===== config.mk =====
export PLATFORM = sky130hd
export DESIGN_NAME = sdm_array
export DESIGN_NICKNAME = d
export VERILOG_FILES = /design/src/rtl/sdm_array.sv
export SDC_FILE = /design/constraint.sdc
export NUM_CORES = 1
export LEC_CHECK = 0
export CORE_MARGIN = 10
export CORE_UTILIZATION = 30
export CTS_CLUSTER_DIAMETER = 30
export DETAILED_ROUTE_END_ITERATION = 8
export PLACE_DENSITY_LB_ADDON = 0.15
export RECOVER_POWER = 25
export SLEW_MARGIN = 30
export SYNTH_ARGS = -nofsm -noshare
export SYNTH_HDL_FRONTEND = slang
export SYNTH_SLANG_ARGS = --single-unit

===== constraint.sdc =====
create_clock -name CLK -period 13.4 [get_ports CLK]
set_clock_uncertainty 0.15 [all_clocks]
set_input_delay 1.34 -clock CLK [delete_from_list [all_inputs] [get_ports CLK]]
set_output_delay 1.34 -clock CLK [all_outputs]
set_load 0.1 [all_outputs]

===== src/rtl/sdm_array.sv =====
// Multi-channel sigma-delta modulator: NUM_CH signed fixed-point streams to +/-1 bitstreams,
// first- or second-order loop with guard-bit error state, saturation clamp and sticky flags.
module sdm_array #(
    parameter int BIT_WIDTH  = 16,
    parameter int INT_WIDTH  = 1,
    parameter int NUM_CH     = 4,
    parameter int ORDER      = 1,
    parameter int GUARD_BITS = 3
) (
    input  logic                        CLK,
    input  logic                        nRST,
    input  logic                        en,
    input  logic                        x_valid,
    input  logic [NUM_CH*BIT_WIDTH-1:0] x,
    output logic                        x_ready,
    output logic [NUM_CH-1:0]           y,
    output logic                        y_valid,
    output logic [NUM_CH-1:0]           sat,
    input  logic                        clr_sat
);

    localparam int FRAC  = BIT_WIDTH - INT_WIDTH - 1;
    localparam int ACC_W = BIT_WIDTH + GUARD_BITS;
    // Three extra bits cover x + 2*e1 - e2 - q without overflow before the clamp.
    localparam int CW    = ACC_W + 3;

    localparam logic signed [CW-1:0] Q_POS = CW'(64'sd1 <<< FRAC);
    localparam logic signed [CW-1:0] E_MAX = CW'((64'sd1 <<< (ACC_W - 1)) - 64'sd1);
    localparam logic signed [CW-1:0] E_MIN = CW'(-(64'sd1 <<< (ACC_W - 1)));

    if ((ORDER != 32'sd1) && (ORDER != 32'sd2)) begin : g_bad_order
        $error("sdm_array: ORDER must be 1 or 2");
    end
    if (NUM_CH < 32'sd1) begin : g_bad_ch
        $error("sdm_array: NUM_CH must be at least 1");
    end

    // Returns {clamp_active, clamped_error}; the wide error never wraps into ACC_W.
    function automatic logic [ACC_W:0] clamp_err(input logic signed [CW-1:0] e);
        logic [ACC_W:0] r;
        if (e > E_MAX) begin
            r = {1'b1, E_MAX[ACC_W-1:0]};
        end else if (e < E_MIN) begin
            r = {1'b1, E_MIN[ACC_W-1:0]};
        end else begin
            r = {1'b0, e[ACC_W-1:0]};
        end
        return r;
    endfunction

    logic step_s;
    logic y_valid_r;

    assign step_s  = en & x_valid;
    assign x_ready = en;
    assign y_valid = y_valid_r;

    // Output-valid flag: high for exactly the cycles following an accepted sample.
    always_ff @(posedge CLK) begin
        if (!nRST) begin
            y_valid_r <= 1'b0;
        end else begin
            y_valid_r <= step_s;
        end
    end

    for (genvar k = 0; k < NUM_CH; k++) begin : g_ch
        logic signed [ACC_W-1:0] e1_r;
        logic signed [CW-1:0]    xs_s;
        logic signed [CW-1:0]    e1x_s;
        logic signed [CW-1:0]    v_s;
        logic signed [CW-1:0]    e_raw_s;
        logic signed [ACC_W-1:0] e_clamped_s;
        logic                    clamp_s;
        logic                    ybit_s;
        logic                    y_r;
        logic                    sat_r;

        assign xs_s  = {{(CW-BIT_WIDTH){x[k*BIT_WIDTH+BIT_WIDTH-1]}}, x[k*BIT_WIDTH +: BIT_WIDTH]};
        assign e1x_s = {{3{e1_r[ACC_W-1]}}, e1_r};

        if (ORDER == 32'sd2) begin : g_o2
            logic signed [ACC_W-1:0] e2_r;
            logic signed [CW-1:0]    e2x_s;

            assign e2x_s = {{3{e2_r[ACC_W-1]}}, e2_r};
            // NTF (1 - z^-1)^2: feed back twice the last error minus the one before it.
            assign v_s   = xs_s + e1x_s + e1x_s - e2x_s;

            // Second error tap: delayed copy of e1, advanced only on accepted samples.
            always_ff @(posedge CLK) begin
                if (!nRST) begin
                    e2_r <= '0;
                end else if (step_s) begin
                    e2_r <= e1_r;
                end else begin
                    e2_r <= e2_r;
                end
            end
        end else begin : g_o1
            assign v_s = xs_s + e1x_s;
        end

        assign ybit_s  = ~v_s[CW-1];
        assign e_raw_s = ybit_s ? (v_s - Q_POS) : (v_s + Q_POS);
        assign {clamp_s, e_clamped_s} = clamp_err(e_raw_s);

        // Loop state and output bit advance together on each accepted sample.
        always_ff @(posedge CLK) begin
            if (!nRST) begin
                e1_r <= '0;
                y_r  <= 1'b0;
            end else if (step_s) begin
                e1_r <= e_clamped_s;
                y_r  <= ybit_s;
            end else begin
                e1_r <= e1_r;
                y_r  <= y_r;
            end
        end

        // Sticky saturation flag; a fresh clamp outranks a simultaneous clear.
        always_ff @(posedge CLK) begin
            if (!nRST) begin
                sat_r <= 1'b0;
            end else if (step_s && clamp_s) begin
                sat_r <= 1'b1;
            end else if (clr_sat) begin
                sat_r <= 1'b0;
            end else begin
                sat_r <= sat_r;
            end
        end

        assign y[k]   = y_r;
        assign sat[k] = sat_r;
    end

endmodule


== Word level (Yosys, flattened, before mapping) ==
Cells that the tools add are included.
Word-level totals
  output and inout port bits: 10
  input port bits: 69
  bits in registers: 85
  logic and storage cells: 63
Operators by class
  reduce and logical (&&, ||, !) cells: 8
  add/subtract/negate cells: 12
  multiplexer cells: 17
  $lt $le $gt $ge: 8
  bitwise logic cells: 5
Operator list (number)
  $mux W20: 8
  $gt A22 B19 Y1 const B: 4
  $lt A22 B19 Y1 const B: 4
  $mux W22: 4
  $add A20 B16 Y21 const B: 4
  $sub A20 B16 Y21 const B: 4
  $add A16 B19 Y20: 4
  $reduce_bool A2 Y1: 4
  $mux W1: 5
  $logic_and A1 B1 Y1: 4
  $not A1 Y1: 4
  $and A1 B1 Y1: 1

== Logic depth before layout (Yosys ltp) ==
  depth in word-level cells: 8
  depth in mapped cells: 22
  gate-level depth less buffers: 20

== Worst setup path after synthesis ==
Ideal clock, no wire load.
  path kind: input to register
  from: in x[16]
  to: reg g_ch[1].e1_r[1]
  setup time: 0.119 ns
  arrival time: 4.867 ns
  cell stages on the path: 21
  setup slack: 8.264 ns
  data required time: 13.131 ns
  buffers on the path: 1
  cell sequence: ha_1 -> inv_1 -> fa_1 -> nor2b_4 -> o31a_1 -> o41a_1 -> a21oi_4 -> and2b_1 -> o21a_1 -> o21ai_0 -> nand2b_1 -> a21oi_1 -> xnor2_1 -> ha_1 -> nand2b_1 -> a21oi_1 -> o21ai_1 -> nor3b_2 -> buf_2 -> nor2_1 -> o221a_2
Between the ends
  longest elaborated chain between the ends: 6
  elaborated cells between the ends (all ways): 8
  those cells by class: 3 x add/sub; 2 x order compare; 3 x mux
RTL lines
  start: declaration: line 14  | input logic [NUM_CH*BIT_WIDTH-1:0] x,
  $add A16 B19 Y20 *: line 101  | assign v_s = xs_s + e1x_s;
  $sub A20 B16 Y21 or $add A20 B16 Y21 (tied branches): line 105  | assign e_raw_s = ybit_s ? (v_s - Q_POS) : (v_s + Q_POS);
  $mux W22 *: line 105
  $lt A22 B19 Y1: line 43  | end else if (e < E_MIN) begin
  $mux W20: line 43
  $mux W20 *: line 41  | if (e > E_MAX) begin
  end signal: assignment: line 114  | e1_r <= e_clamped_s;
  end signal: assignment: line 117  | e1_r <= e1_r;
  end: declaration: line 68  | logic signed [ACC_W-1:0] e1_r;
Every way passes the cells marked *; elsewhere a longest branch is shown, timed or not.
A chain may end at the register's enable or synchronous reset.

== Final worst setup path ==
  from: in en
  to: reg g_ch[2].e1_r[2]
Between the ends
  longest elaborated chain between the ends: 1
RTL lines
  start: declaration: line 12  | input logic en,
  $and A1 B1 Y1: line 54  | assign step_s = en & x_valid;
  end signal: assignment: line 114
  end signal: assignment: line 117
  end: declaration: line 68
No other way between the ends.

==> flow_metrics.py <==
metrics = {
    "run_status": {
        "status": "complete, but fails checks",
        "violations": "max-capacitance violations, max-slew violations",
    },
    "job": {
        "max_cap_violations": 1,
    },
    "clocking": {
        "cts_buffers": 9,
        "root_buffer": "clkbuf_16",
        "cts.sinks": 85,
        "clkTransAtPathRegs_ns": 0.06,
        "cts_hold_buf": 0,
        "clk_latency_ns": 0.35,
        "cts_setup_buffers": 0,
        "cts.path.max_buffers": 2,
        "cts_resized": 0,
        "cts_tree": "built",
        "h-tree-depth": 3,
    },
    "setup_path": {
        "crit_slowest_cell": "clkbuf_1",
        "cp.required_ns": 13.47,
        "path_max_fanout": 63,
        "end_kind": "flip-flop",
        "cp.arrival_ns": 6.39,
        "crit_family": "buffers and inverters",
        "crit_buf_inv": 2,
        "critPathLaunchType": "primary input",
        "critPathMaxStageDelay_ns": 2.47,
        "path_cells": "dlygate4sd3_1 -> and2_2 -> clkbuf_1 -> o211ai_2 -> o221a_2",
        "crit_type": "primary input to flip-flop",
    },
    "synthesis": {
        "ys_top_cells_by_area": "dfxtp_1, ha_1, xnor2_1",
        "synth_top_area_cell": "dfxtp_1",
        "synthesis.nets": 1075,
        "syn_area_per_cell_sq_um": 8.76,
        "async_flop_share_pct": 0,
        "syn_area_sq_mm": 0.00798,
        "synth.distinct_cells": 94,
        "synth_edf_count": 0,
        "synth_ff_type": "dfxtp_1",
        "synthCells": 911,
        "synth_top_area_share_pct": 21.3,
        "synth_warnings": 0,
        "ys_seq_elements": 85,
        "synth-seq-area-share_pct": 21.3,
    },
    "floorplan": {
        "die_w_um": 183,
        "die_area_sq_mm": 0.0335,
        "core_sq_mm": 0.0261,
        "io_pins": 79,
        "die_h_um": 183,
        "start_util_pct": 30.5,
        "placementRows": 59,
    },
    "cells_and_area": {
        "design_area_sq_mm": 0.00915,
        "layout.cells.most_common": "ha_1",
        "n_antenna_cell": 0,
        "final_cell_mix": "ha_1, dfxtp_1, nor2_1, clkdlybuf4s50_1, a21oi_1",
        "drive_gt1_share_pct": 9.67,
        "area_growth_pct": 14.7,
        "seqCellArea_sq_mm": 0.00170,
        "nFillCells": 2814,
        "nNetsFinal": 1122,
        "multi_input_area_sq_mm": 0.00584,
    },
    "detailed_routing": {
        "final_antenna_net_count": 0,
        "drcViolationCount": 0,
        "vias": 6833,
        "dr.pass1.iters": 5,
        "drt_iter0_markers": 274,
        "avgViaCountPerCell": 5.27,
        "wl_um": 20400,
        "wl_per_cell_um": 15.7,
    },
    "pwr": {
        "p_leak_uw": 0.00377,
        "power_frac_comb_pct": 65.4,
        "p_per_area_mw_per_mm2": 178,
        "p_seq_share_pct": 20.1,
        "power.internal_uw": 872,
        "switching_share_pct": 46.6,
        "power_frac_clock_pct": 14.5,
        "switching_power_uw": 760,
        "vdd_drop_max_mv": 0.0824,
    },
    "grt": {
        "antenna_found_initial": 0,
        "grt_start_max_net_pins": 66,
        "grt_pass1_wl_um": 34800,
        "grt.overflow.total": 0,
        "grt_pass1_vias": 6953,
        "grt_util_all_layers_pct": 12.3,
    },
    "sta": {
        "worst_slack_ns": 7.08,
        "rsz0062_at_grt": "false",
        "drv_slew": 64,
        "post-route-min-period_ns": 6.32,
        "max_slew_margin_pct": -136,
        "min_period_over_period_pct": 47.2,
        "hold_viol": 0,
        "worst_slew_pin_slew_ns": 3.55,
        "tns_ns": 0,
        "fmax_ghz": 0.158,
        "setup_viol": 0,
    },
    "min_path": {
        "hp-class": "flip-flop to flip-flop",
    },
    "place": {
        "gp_congestion": 0.771,
        "io_buffers": 78,
        "place_area_sq_mm": 0.00894,
        "dp_hpwl_um": 14600,
        "place_ws_ns": 7.26,
    },
}
==> registers in the layout (all words and copies together), names as in the netlist <==
| signal | count |
|---|---|
| g_ch.y_r | 4 |
| y_valid | 1 |
| g_ch.e1_r | 76 |
| g_ch.sat_r | 4 |
==> cell usage after synthesis (3+ instances only) <==
library cell and count:
a211o_1 7, a211oi_1 17, a211oi_2 3, a21o_1 26, a21oi_1 57, a221o_1 21
a31oi_1 9, a31oi_4 3, and2_1 11, and2b_1 3, and3_1 4, and4_1 5
buf_2 7, buf_4 13, clkbuf_1 21, dfxtp_1 85, fa_1 4, ha_1 91
inv_1 41, mux2i_1 6, nand2_1 39, nand2b_1 15, nand3_1 14, nand4_1 8
nor2_1 81, nor2b_1 21, nor3_1 18, nor4_1 4, o211a_1 3, o211ai_1 7
o21a_1 12, o21ai_0 34, o21bai_1 8, o221a_1 20, o221a_2 34, o31a_1 5
o31ai_1 5, or2_2 5, or3_1 4, xnor2_1 51, xor2_1 23
==> power by group through the flow <==
stage	clock network (uW)	registers, uW	logic (uW)
after floorplan	0	325	889
after global placement	0	334	1080
after detailed placement	0	333	1080
after CTS	250	329	1090
after global routing	257	334	1200
final	236	328	1070
==> routing by layer <==
layer | vias to the layer above | track usage (%) | share of wire (%)
met5 | - | 0 | 0
met4 | 0 | 2.79 | 0.93
met3 | 12 | 2.57 | 3.2
met2 | 86 | 20.0 | 45
met1 | 3188 | 16.4 | 51
li1 | 3547 | - | -
==> cells by family after synthesis <==
family          Yosys count  synth area share [%]
flops                    85                  21.3
simple gates            254                  17.0
buf+inv                  87                  5.14
fa+ha+maj                96                  15.4
compound gates          308                  31.9
mux                       7                  1.04
xor+xnor                 74                  8.13
==> worst register-to-register path, cell delays in order, from the launching register on <==
cell and delay [ns]:
dfxtp_1 0.32, ha_1 0.39, nand4_1 0.22, nor4b_1 0.39
a211oi_2 0.10, a31oi_1 0.67, a21o_1 0.39, ha_1 0.32
a31oi_4 0.21, o31ai_1 0.10, a221o_1 0.36, a21oi_4 0.21
nand2_1 0.11, o211ai_4 0.55, o221a_1 0.31
==> final cells by class <==
class                   instances  area share, %
inverters                      42           1.72
flip-flops and latches         85           18.6
repair buffers                 81           8.41
clock inverters                 4          0.287
well taps                     335           4.58
clock buffers                  11           2.54
multi-input cells             739           63.8
==> worst paths after layout <==
check / depth (start not counted) / from / slack (ns) / to
max: 5 / en / 7.08 / g_ch[2].e1_r[2]
min: 2 / g_ch[1].y_r / 0.31 / g_ch[1].y_r
max reg2reg: 14 / g_ch[0].e1_r[12] / 8.53 / g_ch[0].e1_r[14]
min reg2reg: 2 / g_ch[1].y_r / 0.31 / g_ch[1].y_r
==> per-stage QoR <==
step | instances | hold WS [ns] | total power, uW | utilization (%)
final | 1297 | 0.314 | 1630 | 35.0
after global routing | 1297 | 0.340 | 1790 | 35.0
after CTS | 1297 | 0.317 | 1660 | 35.2
after detailed placement | 1282 | 0.300 | 1410 | 34.2
after global placement | 1282 | 0.287 | 1420 | 34.2
after floorplan | 911 | 0.276 | 1210 | -
Power figures use the tool's default switching activity.
